===== src/rtl/ultratank_dl_pkg.sv =====
// ultratank_dl_pkg
// Shared types and address-field constants for the Ultra Tank ROM download
// sequencer.
//   dl_state_t : sequencer FSM states
//   dl_entry_t : one queued download byte {region, offset, data}
package ultratank_dl_pkg;

    localparam int ADDR_W     = 25;  // ioctl byte address width
    localparam int OFFSET_W   = 12;  // offset within a ROM region
    localparam int REGION_LSB = 12;  // region index sits at ioctl_addr[15:12]
    localparam int REGION_W   = 4;
    localparam int UPPER_LSB  = 16;  // ioctl_addr[24:16] must be zero

    typedef enum logic [1:0] {
        IDLE  = 2'd0,
        LOAD  = 2'd1,
        DRAIN = 2'd2,
        HOLD  = 2'd3
    } dl_state_t;

    typedef struct packed {
        logic [REGION_W-1:0] region;
        logic [OFFSET_W-1:0] offset;
        logic [7:0]          data;
    } dl_entry_t;

endpackage


===== src/rtl/ultratank_dl_fifo.sv =====
// ultratank_dl_fifo
// Small synchronous first-word-fall-through FIFO.
// Ports:
//   clk_sys, reset : clock and synchronous active-high reset (flushes)
//   push, din      : write an entry (ignored when full)
//   pop, dout      : dout shows the head entry; pop removes it (ignored when empty)
//   full, empty    : occupancy flags
//   count          : registered occupancy, 0..DEPTH
module ultratank_dl_fifo
    import ultratank_dl_pkg::*;
#(
    parameter int  DEPTH   = 4,
    parameter type entry_t = dl_entry_t
) (
    input  logic                       clk_sys,
    input  logic                       reset,
    input  logic                       push,
    input  entry_t                     din,
    input  logic                       pop,
    output entry_t                     dout,
    output logic                       full,
    output logic                       empty,
    output logic [$clog2(DEPTH):0]     count
);

    localparam int AW = $clog2(DEPTH);
    localparam int CW = AW + 1;

    entry_t        mem [DEPTH];
    logic [AW-1:0] wr_ptr;
    logic [AW-1:0] rd_ptr;
    logic          do_push;
    logic          do_pop;

    assign full    = (count == CW'(DEPTH));
    assign empty   = (count == '0);
    assign do_push = push & ~full;
    assign do_pop  = pop & ~empty;
    assign dout    = mem[rd_ptr];

    always_ff @(posedge clk_sys) begin
        if (do_push) begin
            mem[wr_ptr] <= din;
        end
    end

    // DEPTH is a power of two, so the pointers wrap naturally.
    always_ff @(posedge clk_sys) begin
        if (reset) begin
            wr_ptr <= '0;
            rd_ptr <= '0;
            count  <= '0;
        end else begin
            if (do_push) wr_ptr <= wr_ptr + 1'b1;
            if (do_pop)  rd_ptr <= rd_ptr + 1'b1;
            if (do_push && !do_pop)      count <= count + 1'b1;
            else if (do_pop && !do_push) count <= count - 1'b1;
        end
    end

endmodule


===== src/rtl/ultratank_dl_sequencer.sv =====
// ultratank_dl_sequencer
// Queues HPS download bytes and writes them into the Ultra Tank shared
// ROM/RAM port in cycles the game core leaves free. Holds the game in reset
// during a download and for HOLD_CYCLES after the queue drains.
// Ports:
//   clk_sys, reset          : 12 MHz clock, synchronous active-high reset
//   ioctl_download/wr/addr/dout : HPS download stream
//   ioctl_wait              : registered back-pressure to the HPS
//   mem_busy                : game core owns the shared port this cycle
//   wr_en/wr_addr/wr_data/rom_sel : registered shared-port write
//   game_reset              : reset to the game core (high outside IDLE)
//   dl_error                : sticky overflow / bad-address flag
//   dbg_state               : current FSM state (dl_state_t encoding)
// Optional feature macro ULTRATANK_DL_CHECKSUM_EN adds:
//   dl_sum                  : mod-256 sum of bytes written this download
//   dl_sum_valid            : IDLE after an error-free download
//
// Handshake: a byte is accepted on any cycle with ioctl_wr & ioctl_download,
// a good address and a non-full queue; otherwise it is dropped and dl_error
// set. ioctl_wait is advisory and lags the queue level by one cycle, leaving
// one slot for a strobe already in flight.
module ultratank_dl_sequencer
    import ultratank_dl_pkg::*;
#(
    parameter int DEPTH       = 4,
    parameter int REGIONS     = 8,
    parameter int HOLD_CYCLES = 1024
) (
    input  logic                clk_sys,
    input  logic                reset,
    input  logic                ioctl_download,
    input  logic                ioctl_wr,
    input  logic [24:0]         ioctl_addr,
    input  logic [7:0]          ioctl_dout,
    output logic                ioctl_wait,
    input  logic                mem_busy,
    output logic                wr_en,
    output logic [11:0]         wr_addr,
    output logic [7:0]          wr_data,
    output logic [REGIONS-1:0]  rom_sel,
    output logic                game_reset,
    output logic                dl_error,
    output logic [1:0]          dbg_state
`ifdef ULTRATANK_DL_CHECKSUM_EN
    ,
    output logic [7:0]          dl_sum,
    output logic                dl_sum_valid
`endif
);

    localparam int CW = $clog2(DEPTH) + 1;
    localparam int HW = (HOLD_CYCLES > 1) ? $clog2(HOLD_CYCLES) : 1;
    localparam logic [HW-1:0]       HOLD_INIT    = HW'(HOLD_CYCLES - 1);
    localparam logic [CW-1:0]       WAIT_LEVEL   = CW'(DEPTH - 1);
    localparam logic [REGION_W:0]   REGION_LIMIT = REGIONS[REGION_W:0];
    localparam logic [REGIONS-1:0]  SEL_ONE      = {{(REGIONS-1){1'b0}}, 1'b1};

    dl_state_t      state_q, state_d;
    logic [HW-1:0]  hold_q, hold_d;
    logic           enter_load;

    logic [REGION_W-1:0] region;
    logic           addr_ok;
    logic           strobe;
    logic           fifo_push;
    logic           fifo_pop;
    logic           fifo_full;
    logic           fifo_empty;
    logic [CW-1:0]  fifo_count;
    logic           err_set;
    dl_entry_t      push_entry;
    dl_entry_t      pop_entry;

    // Region decode: only the low 64 KiB is mapped, split into 4 KiB regions.
    assign region  = ioctl_addr[REGION_LSB+REGION_W-1:REGION_LSB];
    assign addr_ok = (ioctl_addr[ADDR_W-1:UPPER_LSB] == '0) &&
                     ({1'b0, region} < REGION_LIMIT);

    assign strobe    = ioctl_wr & ioctl_download;
    assign fifo_push = strobe & addr_ok & ~fifo_full;
    assign err_set   = strobe & (~addr_ok | fifo_full);
    assign fifo_pop  = ~fifo_empty & ~mem_busy;

    assign push_entry.region = region;
    assign push_entry.offset = ioctl_addr[OFFSET_W-1:0];
    assign push_entry.data   = ioctl_dout;

    ultratank_dl_fifo #(
        .DEPTH   (DEPTH),
        .entry_t (dl_entry_t)
    ) u_fifo (
        .clk_sys (clk_sys),
        .reset   (reset),
        .push    (fifo_push),
        .din     (push_entry),
        .pop     (fifo_pop),
        .dout    (pop_entry),
        .full    (fifo_full),
        .empty   (fifo_empty),
        .count   (fifo_count)
    );

    // FSM state register
    always_ff @(posedge clk_sys) begin
        if (reset) begin
            state_q <= HOLD;
            hold_q  <= HOLD_INIT;
        end else begin
            state_q <= state_d;
            hold_q  <= hold_d;
        end
    end

    // FSM next state. A new download always wins over the hold countdown.
    always_comb begin
        state_d    = state_q;
        hold_d     = hold_q;
        enter_load = 1'b0;
        case (state_q)
            IDLE: begin
                if (ioctl_download) begin
                    state_d    = LOAD;
                    enter_load = 1'b1;
                end
            end
            LOAD: begin
                if (!ioctl_download) state_d = DRAIN;
            end
            DRAIN: begin
                if (ioctl_download) begin
                    state_d = LOAD;
                end else if (fifo_empty) begin
                    state_d = HOLD;
                    hold_d  = HOLD_INIT;
                end
            end
            HOLD: begin
                if (ioctl_download) begin
                    state_d    = LOAD;
                    enter_load = 1'b1;
                end else if (hold_q == '0) begin
                    state_d = IDLE;
                end else begin
                    hold_d = hold_q - 1'b1;
                end
            end
            default: state_d = HOLD;
        endcase
    end

    assign game_reset = (state_q != IDLE);
    assign dbg_state  = state_q;

    // Registered write port, back-pressure and error flag. An error in the
    // same cycle as LOAD entry is kept, since it belongs to the new download.
    always_ff @(posedge clk_sys) begin
        if (reset) begin
            wr_en      <= 1'b0;
            rom_sel    <= '0;
            wr_addr    <= '0;
            wr_data    <= '0;
            ioctl_wait <= 1'b0;
            dl_error   <= 1'b0;
        end else begin
            wr_en      <= fifo_pop;
            rom_sel    <= fifo_pop ? (SEL_ONE << pop_entry.region) : '0;
            if (fifo_pop) begin
                wr_addr <= pop_entry.offset;
                wr_data <= pop_entry.data;
            end
            ioctl_wait <= (fifo_count >= WAIT_LEVEL);
            if (err_set)         dl_error <= 1'b1;
            else if (enter_load) dl_error <= 1'b0;
        end
    end

`ifdef ULTRATANK_DL_CHECKSUM_EN
    // dl_done_q marks that a download has run to completion (queue drained),
    // so the sum is not reported as valid straight out of reset.
    logic dl_done_q;

    always_ff @(posedge clk_sys) begin
        if (reset) begin
            dl_sum    <= '0;
            dl_done_q <= 1'b0;
        end else begin
            if (enter_load) begin
                dl_sum    <= '0;
                dl_done_q <= 1'b0;
            end else if (fifo_pop) begin
                dl_sum <= dl_sum + pop_entry.data;
            end
            if (state_q == DRAIN && state_d == HOLD) dl_done_q <= 1'b1;
        end
    end

    assign dl_sum_valid = (state_q == IDLE) && dl_done_q && !dl_error;
`endif

endmodule

===== config.mk =====
export PLATFORM = sky130hd
export DESIGN_NAME = ultratank_dl_sequencer
export DESIGN_NICKNAME = d
export VERILOG_FILES = /design/src/rtl/ultratank_dl_pkg.sv /design/src/rtl/ultratank_dl_fifo.sv /design/src/rtl/ultratank_dl_sequencer.sv
export SDC_FILE = /design/constraint.sdc
export NUM_CORES = 1
export LEC_CHECK = 0
export BUFFER_PORTS_ARGS = -buffer_cell sky130_fd_sc_hd__buf_2
export CORE_UTILIZATION = 45
export DETAILED_ROUTE_END_ITERATION = 12
export PLACE_DENSITY = 0.67
export SLEW_MARGIN = 5
export SYNTH_ARGS = -nofsm -noshare
export SYNTH_HDL_FRONTEND = slang
export SYNTH_SLANG_ARGS = --single-unit
export TNS_END_PERCENT = 10

===== constraint.sdc =====
create_clock -name clk_sys -period 7.44 [get_ports clk_sys]
set_input_delay 0.744 -clock clk_sys [delete_from_list [all_inputs] [get_ports clk_sys]]
set_output_delay 0.744 -clock clk_sys [all_outputs]
set_load 0.01 [all_outputs]

### Yosys cells after proc, flatten, opt, wreduce, memory -nomap -nowiden

Memory sizes are Yosys's and may differ from the RTL's. A register that Yosys moved wholly into a read port is not among the register bits.
Cells that the tools add are included.

| cells by class | value |
|---|---|
| $add $sub $neg | 5 |
| $lt $le $gt $ge | 2 |
| equality and inequality tests | 12 |
| shift-type cells | 1 |
| muxes and demuxes | 22 |
| bitwise operators | 13 |
| reduce and logical (&&, ||, !) cells | 17 |

Operator list:

| cell | count |
|---|---|
| 10-bit 2-to-1 mux | 4 |
| 10-bit one-hot mux with 2 select lines | 1 |
| 2-bit 2-to-1 mux | 8 |
| 10-bit zero test | 1 |
| 2-bit != test, second input constant | 5 |
| 10-bit by 1-bit subtractor with 10-bit output, second input constant | 1 |
| 9-bit zero test | 1 |
| 2-bit one-hot mux with 4 select lines | 1 |
| 2-bit nonzero test | 4 |
| 1-bit by 4-bit left shift with 8-bit output, first input constant | 1 |
| 1-bit bitwise AND | 7 |
| 1-bit 2-to-1 mux | 6 |
| 3-bit 2-to-1 mux | 2 |
| 1-bit inverter | 5 |
| 5-bit AND reduction | 1 |
| 2-bit by 1-bit adder with 2-bit output, second input constant | 2 |
| 2-bit equality test, second input constant | 2 |
| 4-bit less-than comparator, second input constant | 1 |
| 4-bit AND reduction | 1 |
| 2-bit OR reduction | 2 |
| 3-bit by 1-bit adder with 3-bit output, second input constant | 1 |
| 3-bit equality test, second input constant | 1 |
| 3-bit by 2-bit greater-or-equal comparator with 1-bit output, second input constant | 1 |
| 1-bit logical AND | 3 |
| 9 further kinds | 10 |

| storage, ports and cells | value |
|---|---|
| register bits after elaboration | 50 |
| memory bits (writable) | 96 |
| bits of input ports | 38 |
| output and inout bits | 34 |
| logic and storage cells | 84 |
| memories kept | 1 |

Memories:

| name | words | bits a word | rd ports | clocked after Yosys merged registers in | write ports | RTL line | source |
|---|---|---|---|---|---|---|---|
| u_fifo.mem | 4 | 24 | 1 | 1 | 1 | ultratank_dl_fifo.sv:29 | `entry_t mem [DEPTH];` |

### Depth between registers and ports, before layout

Gate-level depths: netlist of run 1.

| logic depth | value |
|---|---|
| depth in word-level cells | 9 |
| mapped depth | 10 |
| depth with buffers taken out | 9 |

### By module

Synthesis of run 1 repeated with hierarchy kept, for this count alone.

| unflattened totals | value |
|---|---|
| cell total of the unflattened synthesis | 404 |
| area, all modules | 5866.9 µm² |

Modules (own cells, without submodules):

| module | instances | cells an instance | area an instance (µm²) | sequential area each (µm²) |
|---|---|---|---|---|
| ultratank_dl_fifo | 1 | 174 | 3960.0 | 3062.9 |
| ultratank_dl_sequencer | 1 | 230 | 1906.8 | 860.8 |

### Least setup slack after synthesis of run 1

No wires, ideal clock.

| timing | value |
|---|---|
| path type | input to register |
| from | input port ioctl_addr[17] |
| to | register u_fifo.count[2] |
| setup time | 0.070 ns |
| data arrival time | 2.501 ns |
| required time | 7.370 ns |
| setup slack | 4.869 ns |
| cell stages on the path | 9 |
| buffers on the path | 0 |
| cell sequence | nor4_1 -> nand4_1 -> nor2_1 -> ha_1 -> inv_1 -> fa_1 -> xor2_1 -> or3_1 -> a21oi_1 |

| on the way | value |
|---|---|
| word-level cells in the longest chain between the ends | 8 |
| elaborated cells on any way between the ends | 10 |
| classes of those cells | mux: 1; bitwise: 3; reduce/logical: 6 |

Ends and longest elaborated chain:

| what | RTL line | source |
|---|---|---|
| start: declaration | ultratank_dl_sequencer.sv:33 | `input logic [24:0] ioctl_addr,` |
| 9-bit zero test (*) | ultratank_dl_sequencer.sv:76 | `assign addr_ok = (ioctl_addr[ADDR_W-1:UPPER_LSB] == '0) &&` |
| 1-bit logical AND (*) | ultratank_dl_sequencer.sv:76 |  |
| 1-bit bitwise AND (*) (2 in a row) | ultratank_dl_sequencer.sv:80 | `assign fifo_push = strobe & addr_ok & ~fifo_full;` |
| 1-bit bitwise AND (*) | ultratank_dl_fifo.sv:37 | `assign do_push = push & ~full;` |
| net u_fifo.do_push | ultratank_dl_fifo.sv:32 | `logic do_push;` |
| 1-bit zero test | ultratank_dl_fifo.sv:57 | `else if (do_pop && !do_push) count <= count - 1'b1;` |
| 1-bit logical AND | ultratank_dl_fifo.sv:57 |  |
| 2-bit nonzero test (no source line) | -- |  |
| end signal: assignment | ultratank_dl_fifo.sv:56 | `if (do_push && !do_pop) count <= count + 1'b1;` |
| end signal: assignment | ultratank_dl_fifo.sv:57 |  |
| end: declaration | ultratank_dl_fifo.sv:23 | `output logic [$clog2(DEPTH):0] count` |

Mark *: on every way through the listed nets, which the timed path passes. The rest lies on a longest branch.
A chain may end at the register's enable or synchronous reset.

### Worst setup path after layout of run 1

| timing | value |
|---|---|
| from | register u_fifo.count[0] |
| to | register u_fifo.count[2] |

| on the way | value |
|---|---|
| word-level cells in the longest chain between the ends | 7 |
| elaborated cells on any way between the ends | 17 |
| classes of those cells | add/sub: 2; eq/ne: 1; mux: 2; bitwise: 6; reduce/logical: 6 |

Ends and longest elaborated chain:

| what | RTL line |
|---|---|
| 3-bit equality test / 3-bit zero test (equally long branches) | ultratank_dl_fifo.sv:35, ultratank_dl_fifo.sv:36 |
| 1-bit inverter, on equally long branches | -- |
| 1-bit bitwise AND, on equally long branches | ultratank_dl_sequencer.sv:80, ultratank_dl_sequencer.sv:82 |
| 1-bit bitwise AND, on equally long branches | ultratank_dl_fifo.sv:37, ultratank_dl_fifo.sv:38 |
| 1-bit zero test, on equally long branches | ultratank_dl_fifo.sv:57, ultratank_dl_fifo.sv:56 |
| 1-bit logical AND, on equally long branches | ultratank_dl_fifo.sv:57, ultratank_dl_fifo.sv:56 |
| 2-bit nonzero test (no source line) / 3-bit 2-to-1 mux (equally long branches) | -- |

Parallel ways exist; a longest one is shown, timed or not. The select of a mux whose other input is x is not followed.

==> results of run 1 <==
[worst register-to-register path: stages, from the launching register on]
cell and delay [ps]:
dfxtp_1 460, nor3_1 130, nor2_2 750, inv_1 620, ha_1 420, inv_1 80, fa_1 180, xor2_1 80
or3_1 310, a21oi_1 150
[state kept, by name, indices dropped and copies added (netlist names), named ones only]
name / count
dbg_state: 2
dl_error: 1
hold_q: 10
ioctl_wait: 1
rom_sel: 8
u_fifo.count: 3
u_fifo.mem: 96
u_fifo.rd_ptr: 2
u_fifo.wr_ptr: 2
wr_addr: 12
wr_data: 8
wr_en: 1
[cell type report]
class | instances | area, um2
Sequential cell | 148 | 3930
Clock inverter | 14 | 86.3
Multi-Input combinational cell | 222 | 1740
Timing Repair Buffer | 76 | 393
Tap cell | 172 | 215
Antenna cell | 1 | 2.50
Fill cell | 1056 | 5720
Clock buffer | 18 | 429
Inverter | 16 | 60.1
[power breakdown]
| part | internal (W) | switching [W] | total, W |
|---|---|---|---|
| sequential | 0.000931 | 0.0000604 | 0.000992 |
| clock | 0.000422 | 0.000321 | 0.000743 |
| combinational | 0.000157 | 0.000233 | 0.000390 |
| total | 0.00151 | 0.000615 | 0.00212 |
[per-stage QoR]
step / cell area (um2) / hold WS, ps / setup WS [ps] / total power, W
global route: 6850 / 473 / 3930 / 0.00223
global placement: 6330 / 447 / 4000 / 0.00139
finish: 6850 / 453 / 4210 / 0.00212
floorplan: 5790 / 481 / 4870 / 0.00127
CTS: 6850 / 458 / 4210 / 0.00214
detailed placement: 6330 / 450 / 3920 / 0.00140
[routing by layer]
metal	vias to the layer above	wire (um)	global-route usage [%]
met1	1731	4900	22.2
li1	1687	-	-
met5	-	0	0
met2	90	5450	29.7
met3	19	493	5.90
met4	0	217	8.40
[logic make-up after synthesis]
group,after synthesis
buffers and inverters,32
flip-flops,148
adder cells (fa/ha/maj),13
multiplexers,25
AO/OA/AOI/OAI,62
AND/OR/NAND/NOR,118
XOR/XNOR,4
[cells in the final DEF (no fill, tap or decap), types with 4 or more instances in the layout]
master and count:
dfxtp_1 51, ha_1 12, clkbuf_16 17, clkinv_2 4, mux4_2 24, and3_1 4
buf_2 71, a21oi_1 27, o31ai_1 5, nand3_1 12, nor4_1 5, edfxtp_1 96
or4_1 4, nand2b_1 5, clkinv_1 4, a31oi_1 5, inv_1 16, buf_4 5
nor2_1 20, nand2_1 47, o21ai_0 9
[how the worst max path moves through the flow]
stage / startpoint / endpoint / slack (ps) / depth (start not counted)
floorplan: ioctl_addr[17] / u_fifo.count[2]$_SDFFE_PP0P_ / 4870 / 9
global placement: mem_busy / u_fifo.count[2]$_SDFFE_PP0P_ / 4000 / 9
detailed placement: mem_busy / u_fifo.count[2]$_SDFFE_PP0P_ / 3920 / 9
CTS: u_fifo.count[0]$_SDFFE_PP0P_ / u_fifo.count[2]$_SDFFE_PP0P_ / 4210 / 9
global route: u_fifo.count[0]$_SDFFE_PP0P_ / u_fifo.count[2]$_SDFFE_PP0P_ / 3930 / 9
finish: u_fifo.count[0]$_SDFFE_PP0P_ / u_fifo.count[2]$_SDFFE_PP0P_ / 4210 / 9
==> impl_results.md, run 1 <==
- Worst-path clk slew: ~60 ps
- Antenna violations before repair: 1
- PwrDens: 310 nW/um2
- Max clock buf depth: 2
- Reg2reg path depth: 9
- Hold buffers post-CTS: 0
- Final setup fails: 0
- Ys Warns: 0
- Most frequent cell after synthesis: edfxtp_1
- Final hold violation count: 0
- Clock Skew: between 5 and 6 ps
- Final core occ: 54.5%
- Crit path buf inv count: 2
- Num CTS Buffers: 17
- Multiplexer share of the synthesized area: 9.51%
- Synth top cells by count: 96 x edfxtp_1, 52 x dfxtp_1, 47 x nand2_1
- Cell Rows: 41
- Netlist Area Pre-Place: 5790 um2
- Final Max Slew Viols: 0
- Ratio of cells with drive above 1 in the final layout: between 20% and 30%
- Synth Area in Simple Gates: 10.2%
- Pin count of the biggest net entering global routing: 39
- Max stage delay on crit path: approximately 750 ps
- Period utilization: 43.4%
- DP Cell Count: 634
- RR Endpoint: u_fifo.count[2]$_SDFFE_PP0P_
- CP Launch Type: register
- Starting Density: 46.0%
- Post-synthesis adder-cell area fraction: 2.94%
- TritonCTS Sinks: 148
- First-pass GRT wire length: 17.6 mm
- Vias in the first global route: approximately 3500
- Worst-Margin Slew: 973 ps
- Syn Nets: 453
- Clock latency on the worst-skew pair: 410 ps
- WL/cell: 16.6 um
- DRT antenna net count: 0
- # DRC: 0
- CTS tree: built
- Register area share after synthesis: 67.8%
- Max_slew headroom: between 30% and 40%
- H-tree levels: 4
- Dpl hpwl: 6.98 mm
- Avg Cell Area, Syn: 14.4 um2
- Critical path fanouts, max: 22
- Synth Instances: about 400
- Synth top area share: 49.8%
- Min Tclk post-route: between 3000 and 4000 ps
- Total gr overflow: 0
- Vias: between 3000 and 4000
- Layout Cells excl Fill: 667
- Critical setup path kind: reg -> reg
- Tot GR Track Use: 18.3%
- HP Class: reg -> reg
- Required @ worst endpoint: 7780 ps
- Hold_sp: wr_data[0]$_SDFFE_PP0P_
- P_leak: around 2.5 nW
- Xor/xnor share of the synthesized area: less than 1%
- Post-synth EDFFs: 96
- Setup TNS: 0 ps
- Compound-Gate Fraction of Synth Area: ~6.8%
- Synthesized flop and latch total: 148
- Nets: around 530
- Hold Path Depth: 2
- Synth cell types: 52
- Max Cap Viol: 0
- Area Growth Syn to Fin: 18.4%
- Die width: 115 um
- Via/cell ratio: 5.29
- Core area: 12600 um2
- Status: finished, final reports clean
- Cts repair resizes: 0
- Die Y: 115 um
- Fmax achieved: 310 MHz
- Clock Tree Root: clkbuf_16
- Most used flip-flop cell after synthesis: edfxtp_1
- R2r startpoint: u_fifo.count[0]$_SDFFE_PP0P_
- Largest family of logic cells by synthesized area: simple AND/OR/NAND/NOR gates
- Port bufs: 71
- DRT Pass-1 Iters: 4
- Cells along the critical path: nor3_1, nor2_2, inv_1, ha_1, inv_1, fa_1, xor2_1, or3_1, a21oi_1
- Synth async-reset ratio: 0%
- Post-synth top area cell: edfxtp_1
- # Post-CTS Setup Buffers: 0
- Leading post-synthesis cells by cell area: edfxtp_1 50%, dfxtp_1 18%, mux4_2 9.3%
- Drt total wl: 11.1 mm
- Die area: 13300 um2
- Crit path DAT: 3570 ps
- Flop2flop setup slack: ~4200 ps
- RSZ-0062 raised after global routing: no
- Io pins: about 70
- Crit end category: register
- Worst VDD drop: between 0.15 and 0.2 mV
- Delay-heaviest family, CP: simple AND/OR/NAND/NOR gates
- WHS Endpoint: wr_data[0]$_SDFFE_PP0P_
- Starting DRT DRC Count: 245
- CP max-delay cell: nor2_2
- Routability cong.: roughly 0.85
- Most used cell, CP: inv_1
Note: power is estimated with default switching activity, not from simulation.
==> inputs of run 2 (changes only) <==
--- a/config.mk
+++ b/config.mk
@@ -5,10 +5,11 @@
 export SDC_FILE = /design/constraint.sdc
 export NUM_CORES = 1
 export LEC_CHECK = 0
+export ABC_AREA = 1
 export BUFFER_PORTS_ARGS = -buffer_cell sky130_fd_sc_hd__buf_2
 export CORE_UTILIZATION = 45
 export DETAILED_ROUTE_END_ITERATION = 12
-export PLACE_DENSITY = 0.67
+export PLACE_DENSITY = 0.7
 export SLEW_MARGIN = 5
 export SYNTH_ARGS = -nofsm -noshare
 export SYNTH_HDL_FRONTEND = slang
==> constraint.sdc (replaced) <==
create_clock -name clk_sys -period 2.7 [get_ports clk_sys]
set_input_delay 0.27 -clock clk_sys [delete_from_list [all_inputs] [get_ports clk_sys]]
set_output_delay 0.27 -clock clk_sys [all_outputs]
set_load 0.01 [all_outputs]
==> run 2 against run 1 <==
  * Fmax increased by 44%
  * Clock skew grew 0.99 ps
  * Clock power grew to 3.3 times the previous value
  * Setup slack worse by 3800 ps
  * Area after synthesis is 2.3% higher
  * Utilization is 1.2 points higher
  * Combinational power rose to 3.7 times the previous value
  * Synthesized cell count is 40% higher
  * Critical endpoint unchanged
==> impl_results.md, run 2 <==
- Crit path buf inv count: 2
- Top Registers: u_fifo.mem: 96 flops, wr_addr: 12 flops, hold_q: 10 flops
- Worst-Margin Slew: 758 ps
- Die width: around 120 um
- Hold_sp: ioctl_addr[3]
- Pin count of the biggest net entering global routing: 49
- RSZ-0062 raised after global routing: no
- PwrDens: between 900 and 1000 nW/um2
- Synth async-reset ratio: 0%
- Xor/xnor share of the synthesized area: less than 1%
- Tot GR Track Use: 19.1%
- Cts repair resizes: 0
- DRT antenna net count: 0
- Clock share of power: between 30% and 40%
- Most frequent cell after synthesis: nor2_1
- Max reg flops: 96
- Avg Cell Area, Syn: 10.5 um2
- Drt total wl: ~12 mm
- Ant diodes: 0
- Final Max Slew Viols: 0
- Total gr overflow: 0
- TritonCTS Sinks: 148
- Synth top cells by count: 122 x nor2_1, 96 x edfxtp_1, 76 x nand2_1
- Synth cell types: 30
- Syn Nets: around 610
- Area Growth Syn to Fin: 19.7%
- Largest family of logic cells by synthesized area: simple AND/OR/NAND/NOR gates
- Antenna violations before repair: 0
- Setup TNS: 0 ps
- Port bufs: 71
- Commonest non-fill, non-tap cell in the layout: nor2_1
- Required @ worst endpoint: about 3000 ps
- Vias: 4178
- Worst VDD drop: around 0.68 mV
- Worst-path clk slew: roughly 60 ps
- P_leak: 2.86 nW
- Most used flip-flop cell after synthesis: edfxtp_1
- Die area: between 10000 and 15000 um2
- Cell Rows: 41
- Combinational Power Share: a little over a fifth
- WL/cell: 14.5 um
- Synthesized flop and latch total: 148
- Crit end category: register
- Clock Tree Root: clkbuf_16
- Synth top area share: 48.7%
- Register area share after synthesis: between 60% and 70%
- Ratio of cells with drive above 1 in the final layout: 20.2%
- Min Tclk post-route: 2250 ps
- # DRC: 0
- Largest Register: u_fifo.mem
- Switching Fraction: 30.0%
- Max clock buf depth: 2
- Max stage delay on crit path: about 430 ps
- Period utilization: 83.2%
- Multiplexer share of the synthesized area: 0%
- Max Cap Viol: 0
- Setup WS pre-CTS: ~440 ps
- Starting DRT DRC Count: 322
- Starting Density: 46.5%
- Post-synth EDFFs: 96
- CP Launch Type: register
- Post-synthesis adder-cell area fraction: under 10%
- Hold Path Depth: 1
- Post-synth top area cell: edfxtp_1
- Netlist Area Pre-Place: ~5900 um2
- Delay-heaviest family, CP: simple AND/OR/NAND/NOR gates
- First-pass GRT wire length: 19.2 mm
- Routability cong.: about 0.8
- Core area: 12700 um2
- CP max-delay cell: dfxtp_1
- Leading post-synthesis cells by cell area: edfxtp_1 49%, dfxtp_1 18%, nor2_1 7.7%
- Die Y: 117 um
- Critical path fanouts, max: 8
- CTS tree: built
- Max_slew headroom: between 40% and 50%
- Compound-Gate Fraction of Synth Area: 9.64%
- H-tree levels: 4
- Clock latency on the worst-skew pair: roughly 420 ps
- Cells along the critical path: nor2_2, a21oi_1, nand3_2, inv_1, ha_1, inv_1, fa_1, nor2_1, nor2_1, nand2_1, o21ai_0, a21oi_1
- Num CTS Buffers: 17
- WHS Endpoint: u_fifo.mem[0][11]$_DFFE_PP_
- Dpl hpwl: roughly 7.3 mm
- HP Class: in -> reg
- Flop2flop setup slack: about 450 ps
- Ys Warns: 0
- Clock Skew: 6.03 ps
- Hold buffers post-CTS: 0
- Synth Area in Simple Gates: 16.5%
- Final hold violation count: 0
- Status: finished, final reports clean
- Crit path DAT: 2590 ps
- Psw: 0.00202 W
- Io pins: 72
- Fillers: 1112
- Vias in the first global route: around 4000
- Reg2reg path depth: 12
- Synth Instances: 562
- P_int: 0.00471 W
- Fmax achieved: 445 MHz
- R2r startpoint: u_fifo.count[0]$_SDFFE_PP0P_
- # Post-CTS Setup Buffers: 0
- Via/cell ratio: 5.07
- Critical setup path kind: reg -> reg
- Nets: 690
- RR Endpoint: u_fifo.count[2]$_SDFFE_PP0P_
- DRT Pass-1 Iters: 4
- Final setup fails: 0
- Most frequent cells in the layout: 118 x nor2_1, 96 x edfxtp_1, 76 x nand2_1, 71 x buf_2, 63 x o21ai_0
- Sequential Power Share: 41.7%
- Setup WS post-layout: roughly 450 ps
## run 2: changes by cell type after synthesis, sizes merged, moves of 4 or more
cell,previous run,this run
nand3,12,25
a31oi,5,20
nand2,47,83
or4,4,0
nor4,6,0
nand2b,5,0
buf,7,16
inv,16,32
o21ai,9,72
nor2,22,124
o31ai,6,0
a21oi,27,11
mux4,24,0
## run 2: how the worst max path moves through the flow
stage	start	end	slack [ps]	depth (start not counted)
floorplan	u_fifo.count[0]$_SDFFE_PP0P_	u_fifo.mem[0][0]$_DFFE_PP_	410	4
global placement	ioctl_addr[15]	u_fifo.count[2]$_SDFFE_PP0P_	600	14
CTS	u_fifo.count[0]$_SDFFE_PP0P_	u_fifo.count[2]$_SDFFE_PP0P_	450	12
global route	u_fifo.count[0]$_SDFFE_PP0P_	u_fifo.count[2]$_SDFFE_PP0P_	240	12
detailed placement	ioctl_addr[15]	u_fifo.count[2]$_SDFFE_PP0P_	440	14
finish	u_fifo.count[0]$_SDFFE_PP0P_	u_fifo.count[2]$_SDFFE_PP0P_	450	12
## run 2: kinds of logic (layout without fill, tap and decap cells)
family,after synthesis,in the layout
compound gates,105,105
xor+xnor,2,2
fa+ha+maj,13,13
buf+inv,56,146
flops,148,148
simple gates,238,238
## run 2: per-stage QoR
step	cell area [um2]	utilization (%)	cells	hold WS, ps	total power, W
after CTS	7080	55.7	824	55.7	0.00678
after floorplan	5920	-	562	339	0.00392
after global placement	6460	50.7	792	446	0.00426
final	7080	55.7	824	66.6	0.00673
after detailed placement	6460	50.7	792	456	0.00431
after global routing	7080	55.7	824	52.7	0.00709
## run 2: final cells by class
type	instances	area (um2)	share of cell area, %
inverters	32	120	1.70
repair buffers	82	450	6.36
clock inverters	11	175	2.47
multi-input cells	358	1750	24.6
clock buffers	21	450	6.36
flip-flops and latches	148	3930	55.4
well taps	172	215	3.04
## run 2: power groups by stage
stage                     sequential [W]  combinational, W  clock, W
final                            0.00280           0.00146   0.00246
after detailed placement         0.00285           0.00146         0
after CTS                        0.00281           0.00148   0.00250
after global placement           0.00284           0.00142         0
after global routing             0.00283           0.00167   0.00260
after floorplan                  0.00290           0.00102         0
## run 2: metal layers
| layer | GRT usage (%) | wire length, um | share of wire [%] |
|---|---|---|---|
| met1 | 22.9 | 5240 | 44 |
| met2 | 32.5 | 5940 | 50 |
| met5 | 0 | 0 | 0 |
| met3 | 6.07 | 626 | 5.2 |
| met4 | 6.41 | 152 | 1.3 |
==> inputs of run 3 (changes only) <==
==> constraint.sdc (replaced) <==
create_clock -name clk_sys -period 1.8 [get_ports clk_sys]
set_input_delay 0.18 -clock clk_sys [delete_from_list [all_inputs] [get_ports clk_sys]]
set_output_delay 0.18 -clock clk_sys [all_outputs]
set_load 0.01 [all_outputs]
==> run 3 against run 2 <==
  * Power up 53%
  * Clock power up 46%
  * Worst hold slack worse by 20 ps
  * Critical path depth unchanged
  * Combinational power up 68%
  * Sequential share of layout area down 2.8 points
  * Via count up 3.1%
  * Sequential power up 51%
  * Register-to-register slack worse by 390 ps
  * Cell count up 4.1%
  * Wire length up 2.9%
  * Clock skew up 6.6 ps
  * Critical path type unchanged
  * Critical endpoint unchanged
  * Largest cell class unchanged
  * Highest routed layer unchanged
==> impl_results.md, run 3 (synthesized netlist as in run 2, its figures left out) <==
- RSZ-0062 raised after global routing: yes
- Min Tclk post-route: around 1700 ps
- CP Launch Type: register
- Clock Tree Root: clkbuf_16
- Die Y: 117 um
- Met2 wire len: 6.09 mm
- Critical setup path kind: reg -> reg
- Crit end category: register
- Top Registers: u_fifo.mem: 96 flops, wr_addr: 12 flops, hold_q: 10 flops
- DRT antenna net count: 0
- Clock share of power: about a third
- DRT Pass-1 Iters: 4
- Starting Density: a little under half
- HP Class: in -> reg
- Most used cell, CP: nor2_2
- CTS tree: built
- Most frequent cells in the layout: 117 x nor2_1, 96 x edfxtp_1, 76 x nand2_1, 71 x buf_2, 62 x o21ai_0
- H-tree levels: 4
- Met3 WL: 825 um
- Worst VDD drop: 0.874 mV
- Ratio of cells with drive above 1 in the final layout: 22.0%
- Setup TNS: 0 ps
- DP Cell Count: 802
- Worst-Margin Slew: a little over 400 ps
- Num CTS Buffers: 17
- Max clock buf depth: 2
- Sequential Power Share: 41.1%
- Flop2flop setup slack: 60 ps
- Clock Skew: around 13 ps
- Ant diodes: 0
- Area Growth Syn to Fin: 26.2%
- Max reg flops: 96
- PwrDens: 1380 nW/um2
- Max stage delay on crit path: about 360 ps
- Largest Register: u_fifo.mem
- Hold WS: 46.5 ps
- Combinational Power Share: 23.9%
- Met1 WL: 5.19 mm
- Routability cong.: 0.787
- Vias in the first global route: 4125
- Antenna violations before repair: 0
- WL/cell: 14.3 um
- Total gr overflow: 0
- Switching Fraction: between 30% and 40%
- Fmax achieved: 576 MHz
- First-pass GRT wire length: 19.4 mm
- Die area: 13600 um2
- Tot GR Track Use: 19.4%
- Final setup fails: 0
- Cell Rows: approximately 40
- Setup WS pre-CTS: -41.1 ps
- Drt total wl: 12.3 mm
- Die width: 117 um
- P_int: 0.00716 W
- Crit path DAT: between 2000 and 2500 ps
- Clock latency on the worst-skew pair: 420 ps
- Starting DRT DRC Count: between 200 and 300
- Commonest non-fill, non-tap cell in the layout: nor2_1
- Io pins: 72
- Post-place instance area: 6600 um2
- Final hold violation count: 0
- Worst-path clk slew: around 60 ps
- Dpl hpwl: between 7 and 8 mm
- Delay-heaviest family, CP: adder cells
- P_leak: 3.01 nW
- Pin count of the biggest net entering global routing: around 50
- Design area: 7470 um2
- Cells along the critical path: nor2_2, a21oi_2, nand3_4, inv_4, ha_4, inv_2, fa_2, nor2_2, nor2_1, nand2_1, o21ai_1, a21oi_1
- # DRC: 0
- Critical path fanouts, max: 2
- Core area: 12700 um2
- TritonCTS Sinks: 148
- Status: finished, final reports clean
- Required @ worst endpoint: between 2000 and 2500 ps
- Layout Cells excl Fill: 858
- Period utilization: 96.5%
- Psw: about 0.0031 W
- Port bufs: 71
- Max Cap Viol: 0
- CP max-delay cell: fa_2
- Top sig layer: met4
- Final Max Slew Viols: 0
- Crit path buf inv count: 2
- Via/cell ratio: 5.02
- Vias: ~4300
- Fillers: 1078
- Nets: 724
- Setup WS post-layout: 63.4 ps
- Max_slew headroom: 72.6%
[run 3: cell count changes in the layout (fill, tap and decap cells not counted), moves of 2 or more]
| cell | previous run | this run |
|---|---|---|
| dlygate4sd3_1 | 0 | 23 |
| buf_4 | 10 | 17 |
| buf_12 | 1 | 5 |
| clkbuf_1 | 3 | 1 |
| clkinv_1 | 0 | 2 |
| dfxtp_1 | 51 | 49 |
| dfxtp_2 | 1 | 3 |
| inv_1 | 29 | 27 |
[run 3: layout make-up]
class	instances	area [um2]	share of cell area (%)
clock inverter	12	153	2.04
sequential	148	3930	52.6
multi-input combinational	358	1780	23.8
timing repair buffer	116	813	10.9
tap	172	215	2.88
inverter	32	123	1.64
clock buffer	20	457	6.12
[run 3: timing repair]
action	in CTS	in global routing
setup buffers	0	1
endpoints found under the setup margin	1	10
hold buffers	23	0
pin swaps	1	5
hold endpoints to repair	92	0
resized for setup	1	7
[run 3: final timing paths]
kind,startpoint,endpoint,depth (start not counted)
worst max register to register,u_fifo.count[0]$_SDFFE_PP0P_,u_fifo.count[2]$_SDFFE_PP0P_,12
worst min-delay path,reset,dl_error$_SDFFE_PP0P_,2
worst min register to register,u_fifo.rd_ptr[0]$_SDFFE_PP0P_,u_fifo.rd_ptr[0]$_SDFFE_PP0P_,1
worst max-delay path,u_fifo.count[0]$_SDFFE_PP0P_,u_fifo.count[2]$_SDFFE_PP0P_,12
[run 3: routing by layer]
layer  track usage (%)  vias to the layer above
met2              33.0                      143
met4              7.85                        0
met3              5.35                       15
met1              23.4                     2013
met5                 0                        -
li1                  -                     2135
[run 3: power by group through the flow]
stage / registers [W] / logic (W) / clock network (W)
2_1_floorplan: 0.00435 / 0.00154 / 0
3_5_place_dp: 0.00429 / 0.00237 / 0
6_report: 0.00422 / 0.00245 / 0.00360
3_3_place_gp: 0.00427 / 0.00230 / 0
5_1_grt: 0.00427 / 0.00279 / 0.00379
4_1_cts: 0.00422 / 0.00244 / 0.00364
[run 3: through the flow]
step | util (%) | total power, W
final | 58.7 | 0.0103
after global routing | 58.7 | 0.0108
after CTS | 58.5 | 0.0103
after detailed placement | 51.8 | 0.00666
after global placement | 51.8 | 0.00657
after floorplan | - | 0.00589
